<file path="src/rtl/mcdp_pkg.sv">
// Shared step encoding, control codes and immediate extender for the
// multicycle RV32 datapath.
package mcdp_pkg;

  typedef enum logic [2:0] {
    ST_FETCH  = 3'd0,
    ST_DECODE = 3'd1,
    ST_EXEC   = 3'd2,
    ST_MEM    = 3'd3,
    ST_WB     = 3'd4
  } step_t;

  localparam logic [1:0] PCSRC_PLUS4  = 2'b00;
  localparam logic [1:0] PCSRC_BRANCH = 2'b01;
  localparam logic [1:0] PCSRC_REG    = 2'b10;

  localparam logic [1:0] RES_ALU  = 2'b00;
  localparam logic [1:0] RES_MEM  = 2'b01;
  localparam logic [1:0] RES_LINK = 2'b10;

  localparam logic [2:0] ALU_ADD = 3'b000;
  localparam logic [2:0] ALU_SUB = 3'b001;
  localparam logic [2:0] ALU_AND = 3'b010;
  localparam logic [2:0] ALU_OR  = 3'b011;
  localparam logic [2:0] ALU_XOR = 3'b100;
  localparam logic [2:0] ALU_SLT = 3'b101;
  localparam logic [2:0] ALU_SLL = 3'b110;
  localparam logic [2:0] ALU_SRL = 3'b111;

  localparam logic [2:0] IMM_I = 3'b000;
  localparam logic [2:0] IMM_S = 3'b001;
  localparam logic [2:0] IMM_B = 3'b010;
  localparam logic [2:0] IMM_J = 3'b011;
  localparam logic [2:0] IMM_U = 3'b100;

  // f holds instruction bits [31:7]; f[k] is instruction bit k+7.
  function automatic logic [31:0] extendImm(input logic [24:0] f,
                                            input logic [2:0]  immSrc);
    logic [31:0] imm;
    imm = '0;
    case (immSrc)
      IMM_I:   imm = {{20{f[24]}}, f[24:13]};
      IMM_S:   imm = {{20{f[24]}}, f[24:18], f[4:0]};
      IMM_B:   imm = {{19{f[24]}}, f[24], f[0], f[23:18], f[4:1], 1'b0};
      IMM_J:   imm = {{11{f[24]}}, f[24], f[12:5], f[13], f[23:14], 1'b0};
      IMM_U:   imm = {f[24:5], 12'b0};
      default: imm = '0;
    endcase
    return imm;
  endfunction

endpackage

</file>
<file path="src/rtl/mcdp_fsm.sv">
// Step sequencer: FETCH/DECODE/EXEC/MEM/WB with registered memory
// request and write strobe.
module mcdp_fsm
  import mcdp_pkg::*;
(
  input  logic       clk,
  input  logic       i_rst_n,
  input  logic       i_memReady,
  input  logic       i_memRead,
  input  logic       i_memWrite,
  output logic [2:0] o_state,
  output logic       o_memReq,
  output logic       o_memWe
);

  step_t r_state;
  logic  r_memReq;
  logic  r_memWe;

  // Advance the step and precompute the request strobes for the next step.
  always_ff @(posedge clk or negedge i_rst_n) begin
    if (!i_rst_n) begin
      r_state  <= ST_FETCH;
      r_memReq <= 1'b0;
      r_memWe  <= 1'b0;
    end else begin
      case (r_state)
        ST_FETCH: begin
          if (r_memReq && i_memReady) begin
            r_state  <= ST_DECODE;
            r_memReq <= 1'b0;
          end else begin
            r_memReq <= 1'b1;
          end
        end
        ST_DECODE: r_state <= ST_EXEC;
        ST_EXEC: begin
          if (i_memRead || i_memWrite) begin
            r_state  <= ST_MEM;
            r_memReq <= 1'b1;
            r_memWe  <= i_memWrite;
          end else begin
            r_state  <= ST_WB;
          end
        end
        ST_MEM: begin
          if (r_memReq && i_memReady) begin
            r_memWe <= 1'b0;
            if (r_memWe) begin
              r_state  <= ST_FETCH;
              r_memReq <= 1'b1;
            end else begin
              r_state  <= ST_WB;
              r_memReq <= 1'b0;
            end
          end
        end
        ST_WB: begin
          r_state  <= ST_FETCH;
          r_memReq <= 1'b1;
        end
        default: begin
          r_state  <= ST_FETCH;
          r_memReq <= 1'b0;
          r_memWe  <= 1'b0;
        end
      endcase
    end
  end

  assign o_state  = r_state;
  assign o_memReq = r_memReq;
  assign o_memWe  = r_memWe;

endmodule

</file>
<file path="src/rtl/multicycle_datapath.sv">
// Multicycle RV32 datapath: register file, extender, ALU and result
// select sequenced over one shared instruction/data memory port.
module multicycle_datapath
  import mcdp_pkg::*;
#(
  parameter int              XLEN     = 32,
  parameter logic [XLEN-1:0] RESET_PC = '0
) (
  input  logic            clk,
  input  logic            reset,
  output logic [31:0]     Instr,
  input  logic [1:0]      PCSrc,
  input  logic [1:0]      ResultSrc,
  input  logic [2:0]      ALUControl,
  input  logic            ALUSrc,
  input  logic [2:0]      ImmSrc,
  input  logic            Up,
  input  logic            Sub,
  input  logic            RegWrite,
  input  logic            MemRead,
  input  logic            MemWrite,
  output logic            Zero,
  output logic            mem_req,
  output logic            mem_we,
  output logic [XLEN-1:0] mem_addr,
  output logic [XLEN-1:0] mem_wdata,
  input  logic [XLEN-1:0] mem_rdata,
  input  logic            mem_ready,
  output logic [2:0]      state,
  output logic [XLEN-1:0] instret
);

  localparam int SHW = $clog2(XLEN);

  logic [XLEN-1:0] r_pc, r_oldPc, r_a, r_b, r_imm, r_aluOut, r_memData, r_instret;
  logic [31:0]     r_ir;
  logic [XLEN-1:0] r_rf [0:31];

  logic [2:0]      w_state;
  logic            w_memReq, w_memWe, w_memFire;
  logic            w_fetchDone, w_loadDone, w_retire;
  logic [4:0]      w_rs1, w_rs2, w_rd;
  logic [XLEN-1:0] w_rd1, w_rd2, w_immExt;
  logic [XLEN-1:0] w_srcA, w_srcB, w_srcBInv, w_sum, w_aluResult;
  logic            w_doSub, w_lt;
  logic [XLEN-1:0] w_pcPlus4, w_pcTarget, w_pcNext, w_result;

  mcdp_fsm u_fsm (
    .clk        (clk),
    .i_rst_n    (reset),
    .i_memReady (mem_ready),
    .i_memRead  (MemRead),
    .i_memWrite (MemWrite),
    .o_state    (w_state),
    .o_memReq   (w_memReq),
    .o_memWe    (w_memWe)
  );

  assign w_memFire   = w_memReq & mem_ready;
  assign w_fetchDone = (w_state == ST_FETCH) & w_memFire;
  assign w_loadDone  = (w_state == ST_MEM) & w_memFire & ~w_memWe;
  assign w_retire    = (w_state == ST_WB) | ((w_state == ST_MEM) & w_memFire & w_memWe);

  assign w_rs1 = r_ir[19:15];
  assign w_rs2 = r_ir[24:20];
  assign w_rd  = r_ir[11:7];

  assign w_rd1    = (w_rs1 == 5'd0) ? '0 : r_rf[w_rs1];
  assign w_rd2    = (w_rs2 == 5'd0) ? '0 : r_rf[w_rs2];
  assign w_immExt = XLEN'($signed(extendImm(r_ir[31:7], ImmSrc)));

  assign w_srcA    = Up ? '0 : r_a;
  assign w_srcB    = ALUSrc ? r_imm : r_b;
  assign w_doSub   = Sub | (ALUControl == ALU_SUB) | (ALUControl == ALU_SLT);
  assign w_srcBInv = w_doSub ? ~w_srcB : w_srcB;
  assign w_sum     = w_srcA + w_srcBInv + {{(XLEN-1){1'b0}}, w_doSub};
  assign w_lt      = $signed(w_srcA) < $signed(w_srcB);

  // ALU operation select.
  always_comb begin
    w_aluResult = w_sum;
    case (ALUControl)
      ALU_ADD, ALU_SUB: w_aluResult = w_sum;
      ALU_AND: w_aluResult = w_srcA & w_srcB;
      ALU_OR:  w_aluResult = w_srcA | w_srcB;
      ALU_XOR: w_aluResult = w_srcA ^ w_srcB;
      ALU_SLT: w_aluResult = {{(XLEN-1){1'b0}}, w_lt};
      ALU_SLL: w_aluResult = w_srcA << w_srcB[SHW-1:0];
      ALU_SRL: w_aluResult = w_srcA >> w_srcB[SHW-1:0];
      default: w_aluResult = w_sum;
    endcase
  end

  assign Zero = (w_aluResult == '0);

  assign w_pcPlus4  = r_oldPc + XLEN'(4);
  assign w_pcTarget = r_oldPc + r_imm;

  // Next-PC select; the reserved code falls back to sequential flow.
  always_comb begin
    w_pcNext = w_pcPlus4;
    case (PCSrc)
      PCSRC_BRANCH: w_pcNext = w_pcTarget;
      PCSRC_REG:    w_pcNext = {w_aluResult[XLEN-1:1], 1'b0};
      default:      w_pcNext = w_pcPlus4;
    endcase
  end

  // Write-back value select; code 11 aliases the ALU output.
  always_comb begin
    w_result = r_aluOut;
    case (ResultSrc)
      RES_MEM:  w_result = r_memData;
      RES_LINK: w_result = w_pcPlus4;
      default:  w_result = r_aluOut;
    endcase
  end

  // Register file write in WB; x0 is never written and contents are not reset.
  always_ff @(posedge clk) begin
    if ((w_state == ST_WB) && RegWrite && (w_rd != 5'd0)) begin
      r_rf[w_rd] <= w_result;
    end
  end

  // Architectural and step-to-step registers, each loaded in its own step.
  always_ff @(posedge clk or negedge reset) begin
    if (!reset) begin
      r_pc      <= RESET_PC;
      r_oldPc   <= '0;
      r_ir      <= '0;
      r_a       <= '0;
      r_b       <= '0;
      r_imm     <= '0;
      r_aluOut  <= '0;
      r_memData <= '0;
      r_instret <= '0;
    end else begin
      if (w_fetchDone) begin
        r_ir    <= mem_rdata[31:0];
        r_oldPc <= r_pc;
      end
      if (w_state == ST_DECODE) begin
        r_a   <= w_rd1;
        r_b   <= w_rd2;
        r_imm <= w_immExt;
      end
      if (w_state == ST_EXEC) begin
        r_aluOut <= w_aluResult;
        r_pc     <= w_pcNext;
      end
      if (w_loadDone) begin
        r_memData <= mem_rdata;
      end
      if (w_retire) begin
        r_instret <= r_instret + XLEN'(1);
      end
    end
  end

  assign Instr     = r_ir;
  assign mem_req   = w_memReq;
  assign mem_we    = w_memWe;
  assign mem_addr  = (w_state == ST_MEM) ? r_aluOut : r_pc;
  assign mem_wdata = r_b;
  assign state     = w_state;
  assign instret   = r_instret;

endmodule
</file>
<file path="config.mk">
export PLATFORM = sky130hd
export DESIGN_NAME = multicycle_datapath
export DESIGN_NICKNAME = d
export VERILOG_FILES = /design/src/rtl/mcdp_pkg.sv /design/src/rtl/mcdp_fsm.sv /design/src/rtl/multicycle_datapath.sv
export SDC_FILE = /design/constraint.sdc
export NUM_CORES = 2
export LEC_CHECK = 0
export CORE_MARGIN = 1
export CORE_UTILIZATION = 40
export DETAILED_ROUTE_END_ITERATION = 8
export GPL_TIMING_DRIVEN = 0
export RECOVER_POWER = 50
export REMOVE_ABC_BUFFERS = 1
export SLEW_MARGIN = 25
export SYNTH_ARGS = -nofsm -noshare
export SYNTH_HDL_FRONTEND = slang
export SYNTH_SLANG_ARGS = --single-unit
</file>
<file path="constraint.sdc">
create_clock -name clk -period 10.34 [get_ports clk]
set_input_delay 2.068 -clock clk [delete_from_list [all_inputs] [get_ports clk]]
set_output_delay 2.068 -clock clk [all_outputs]
set_load 0.01 [all_outputs]
</file>
==> qor.yml <==
status: "finished, violations left"
violations: "capacitance limit, slew limit"
final_area_sq_um: 82500
wire_per_inst_um: 34.7
synth.top_cells.by_area: "edfxtp_1 (44%), mux4_2 (21%), dfrtp_1 (10%)"
final-max-slew-violation-count: 843
synth_top_area_cell: "edfxtp_1"
first_pass_iters: 6
die_h_um: 422
avgViaCountPerCell: 6.44
num_vias: 47700
clock_sinks: 1317
critical_path_class: "primary input to primary output"
worstReg2RegStart: "Instr[16]"
hold_class: "flip-flop to flip-flop"
hold_violations: 0
antenna_left: 0
antenna_found_initial: 9
final.fill_count: 14800
synth_seq_area_share: 0.541
slowest_delay_ps: 840
numCtsBuffers: 147
io_pins: 185
remaining_drc_errors: 0
dieArea_sq_um: 178000
coreArea_sq_um: 174000
fin_worst_skew_ps: 34.2
finalSetupTns_ps: 0
yosys_warnings: 0
synth_cells: 4705
synth_edf_count: 1024
clock_path_buffers: 3
synth_top_area_share: 0.437
cts_tree: "done"
cts_root_buf: "clkbuf_16"
synthFlopType: "edfxtp_1"
ff_latch_area_sq_um: 38100
setup_violations: 0
synth-async-reset-ratio: 0.222
final_cell_count_no_fill: 7396
grt_max_degree: 75
grt_pass1_wl_um: 361000
io_buffer_count: 184
ys_ff_latch: 1317
dp.cells: 7118
htree_levels: 4
num_rows: 153
first_global_vias: 47500
tightest_slew_ps: 4950
clk_latency_ps: 810
maxCapViolCount: 33
ir_worst_vdd_v: 0.000155
place_hpwl_um: 183000
startpoint: "ALUControl[1]"
grt_usage: 0.287
finalNetCount: 5158
cp_data_arrival_time_ps: 7830
cp_max_fo: 19
start_util: 0.404
maxSlewHeadroom: -2.30
p_leak_uw: 0.0292
crit_slowest_cell: "a21oi_1"
post_dp_cell_area_sq_um: 79300
finalCriticalPeriod_ps: 9900
grt_overflow: 0
path_clk_slew_ps: 60
hp-start: "instret[31]"
multiInputGateArea_sq_um: 31100
startpoint_type: "primary input"
gp_congestion: 1.01
fin_crit_sh: 0.957
die_w_um: 422
synth.avg_cell_area_sq_um: 15.0
drive_gt1_frac: 0.245
drtIter0Drc: 5931
rsz0062_at_grt: "false"
worstPathCellList: "buf_2 -> nor2b_1 -> nor2_4 -> xnor2_1 -> ha_1 -> a211oi_1 -> o21ai_0 -> or4_1 -> a2111o_1 -> a31oi_1 -> o31ai_1 -> a21oi_1 -> nand3_1 -> nor4_4 -> dlymetal6s2s_1"
path_buf_inv: 2
worst-endpoint-required_ps: 8270
wl_um: 257000
netlist_area_sq_um: 70400
max_freq_mhz: 101
crit_path_end_kind: "primary output"
areaGrowthSynthToFinish_pct: 17.2
crit_family: "compound AO/OA/AOI/OAI gates"
power.density_nw_per_um2: 298
yosysUniqueCellTypes: 100
[worst register-to-register path, stage by stage (launching register included)]
cell      delay (ps)
dfrtp_1         1810
clkbuf_1        1910
clkbuf_1        1960
clkbuf_1        1990
mux4_2           540
mux4_2           510
mux2i_1          830
o21ai_0          180
[routing by layer]
layer	GRT usage	vias to the layer above	part of all wire
met5	0	-	0.00018
met4	0.166	6	0.068
met3	0.0565	659	0.088
met2	0.454	2726	0.47
met1	0.368	24900	0.38
li1	-	19300	-
[repair_timing]
action / CTS / global route
endpoints found under the setup margin: 1 / 1
setup buffers: 3 / 0
gates cloned: 0 / 0
hold buffers: 0 / 0
resized for setup: 8 / 5
pin swaps: 2 / 1
[final timing paths]
check | end | slack [ps] | depth (start not counted)
worst max-delay path | Zero | 440 | 15
worst min register to register | instret[31] | 470 | 1
worst max register to register | r_a[3] | 460 | 7
worst min-delay path | instret[31] | 470 | 1
min in group asynchronous | instret[3] | 1820 | 1
max in group asynchronous | Instr[15] | 2010 | 4
[cell families after synthesis]
group	Yosys count	share of synthesized area
flip-flops	1317	0.541
multiplexers	983	0.258
adder cells (fa/ha/maj)	166	0.0296
XOR/XNOR	135	0.0170
buffers and inverters	437	0.0252
other	1	0.0000533
AND/OR/NAND/NOR	870	0.0561
AO/OA/AOI/OAI	796	0.0738
[cell usage after synthesis, types with 71 or more instances]
library cell     n
a21oi_1        127
buf_1           71
clkbuf_1       223
dfrtp_1        293
edfxtp_1      1024
ha_1           160
inv_1          110
mux2_2         141
mux2i_1        189
mux4_2         646
nand2_1        388
nor2_1         199
o21ai_0        257
xnor2_1         92
[through the flow]
stage	hold slack, ps	setup slack [ps]	power (uW)	utilization
floorplan	442	-1010	16000	-
global placement	454	-8640	20600	0.424
detailed placement	467	-770	19500	0.455
CTS	479	33.0	24600	0.482
global route	506	258	25400	0.473
finish	474	440	24600	0.473
[sequential cells by signal (all words and copies together), names as in the netlist]
name	count
r_pc	32
r_oldPc	32
u_fsm.o_memReq	1
instret	32
r_rf	1024
r_memData	32
u_fsm.o_memWe	1
u_fsm.o_state	3
Instr	32
r_a	32
mem_wdata	32
r_imm	32
r_aluOut	32
[power by group]
group	leakage, uW	internal (uW)	switching, uW
registers	0.0132	6600	1060
clock network	0.00229	2920	2220
logic	0.0137	5260	6560
[placed cells by master (no fill, tap or decap), drive strengths merged, types with 37 or more instances in the layout]
| cell type | Yosys | layout |
|---|---|---|
| edfxtp | 1024 | 1024 |
| mux4 | 646 | 646 |
| nand2 | 388 | 388 |
| dfrtp | 293 | 293 |
| clkbuf | 223 | 275 |
| o21ai | 262 | 262 |
| nor2 | 200 | 200 |
| mux2i | 194 | 194 |
| clkdlybuf4s50 | 0 | 169 |
| ha | 160 | 160 |
| mux2 | 143 | 143 |
| buf | 101 | 141 |
| a21oi | 127 | 127 |
| inv | 113 | 118 |
| xnor2 | 92 | 92 |
| nand3 | 60 | 60 |
| clkinv | 0 | 50 |
| a21o | 49 | 49 |
| a22oi | 43 | 43 |
| xor2 | 42 | 42 |
| o22ai | 41 | 41 |
| nor2b | 37 | 37 |
| a211oi | 37 | 37 |
[cell type report]
type | instances | share of cell area
flip-flops and latches | 1317 | 0.462
multi-input cells | 2982 | 0.377
repair buffers | 384 | 0.0632
clock buffers | 210 | 0.0498
well taps | 2325 | 0.0353
clock inverters | 63 | 0.00734
inverters | 113 | 0.00523
diodes | 2 | 0.0000607
(Power assumes the default switching activity.)
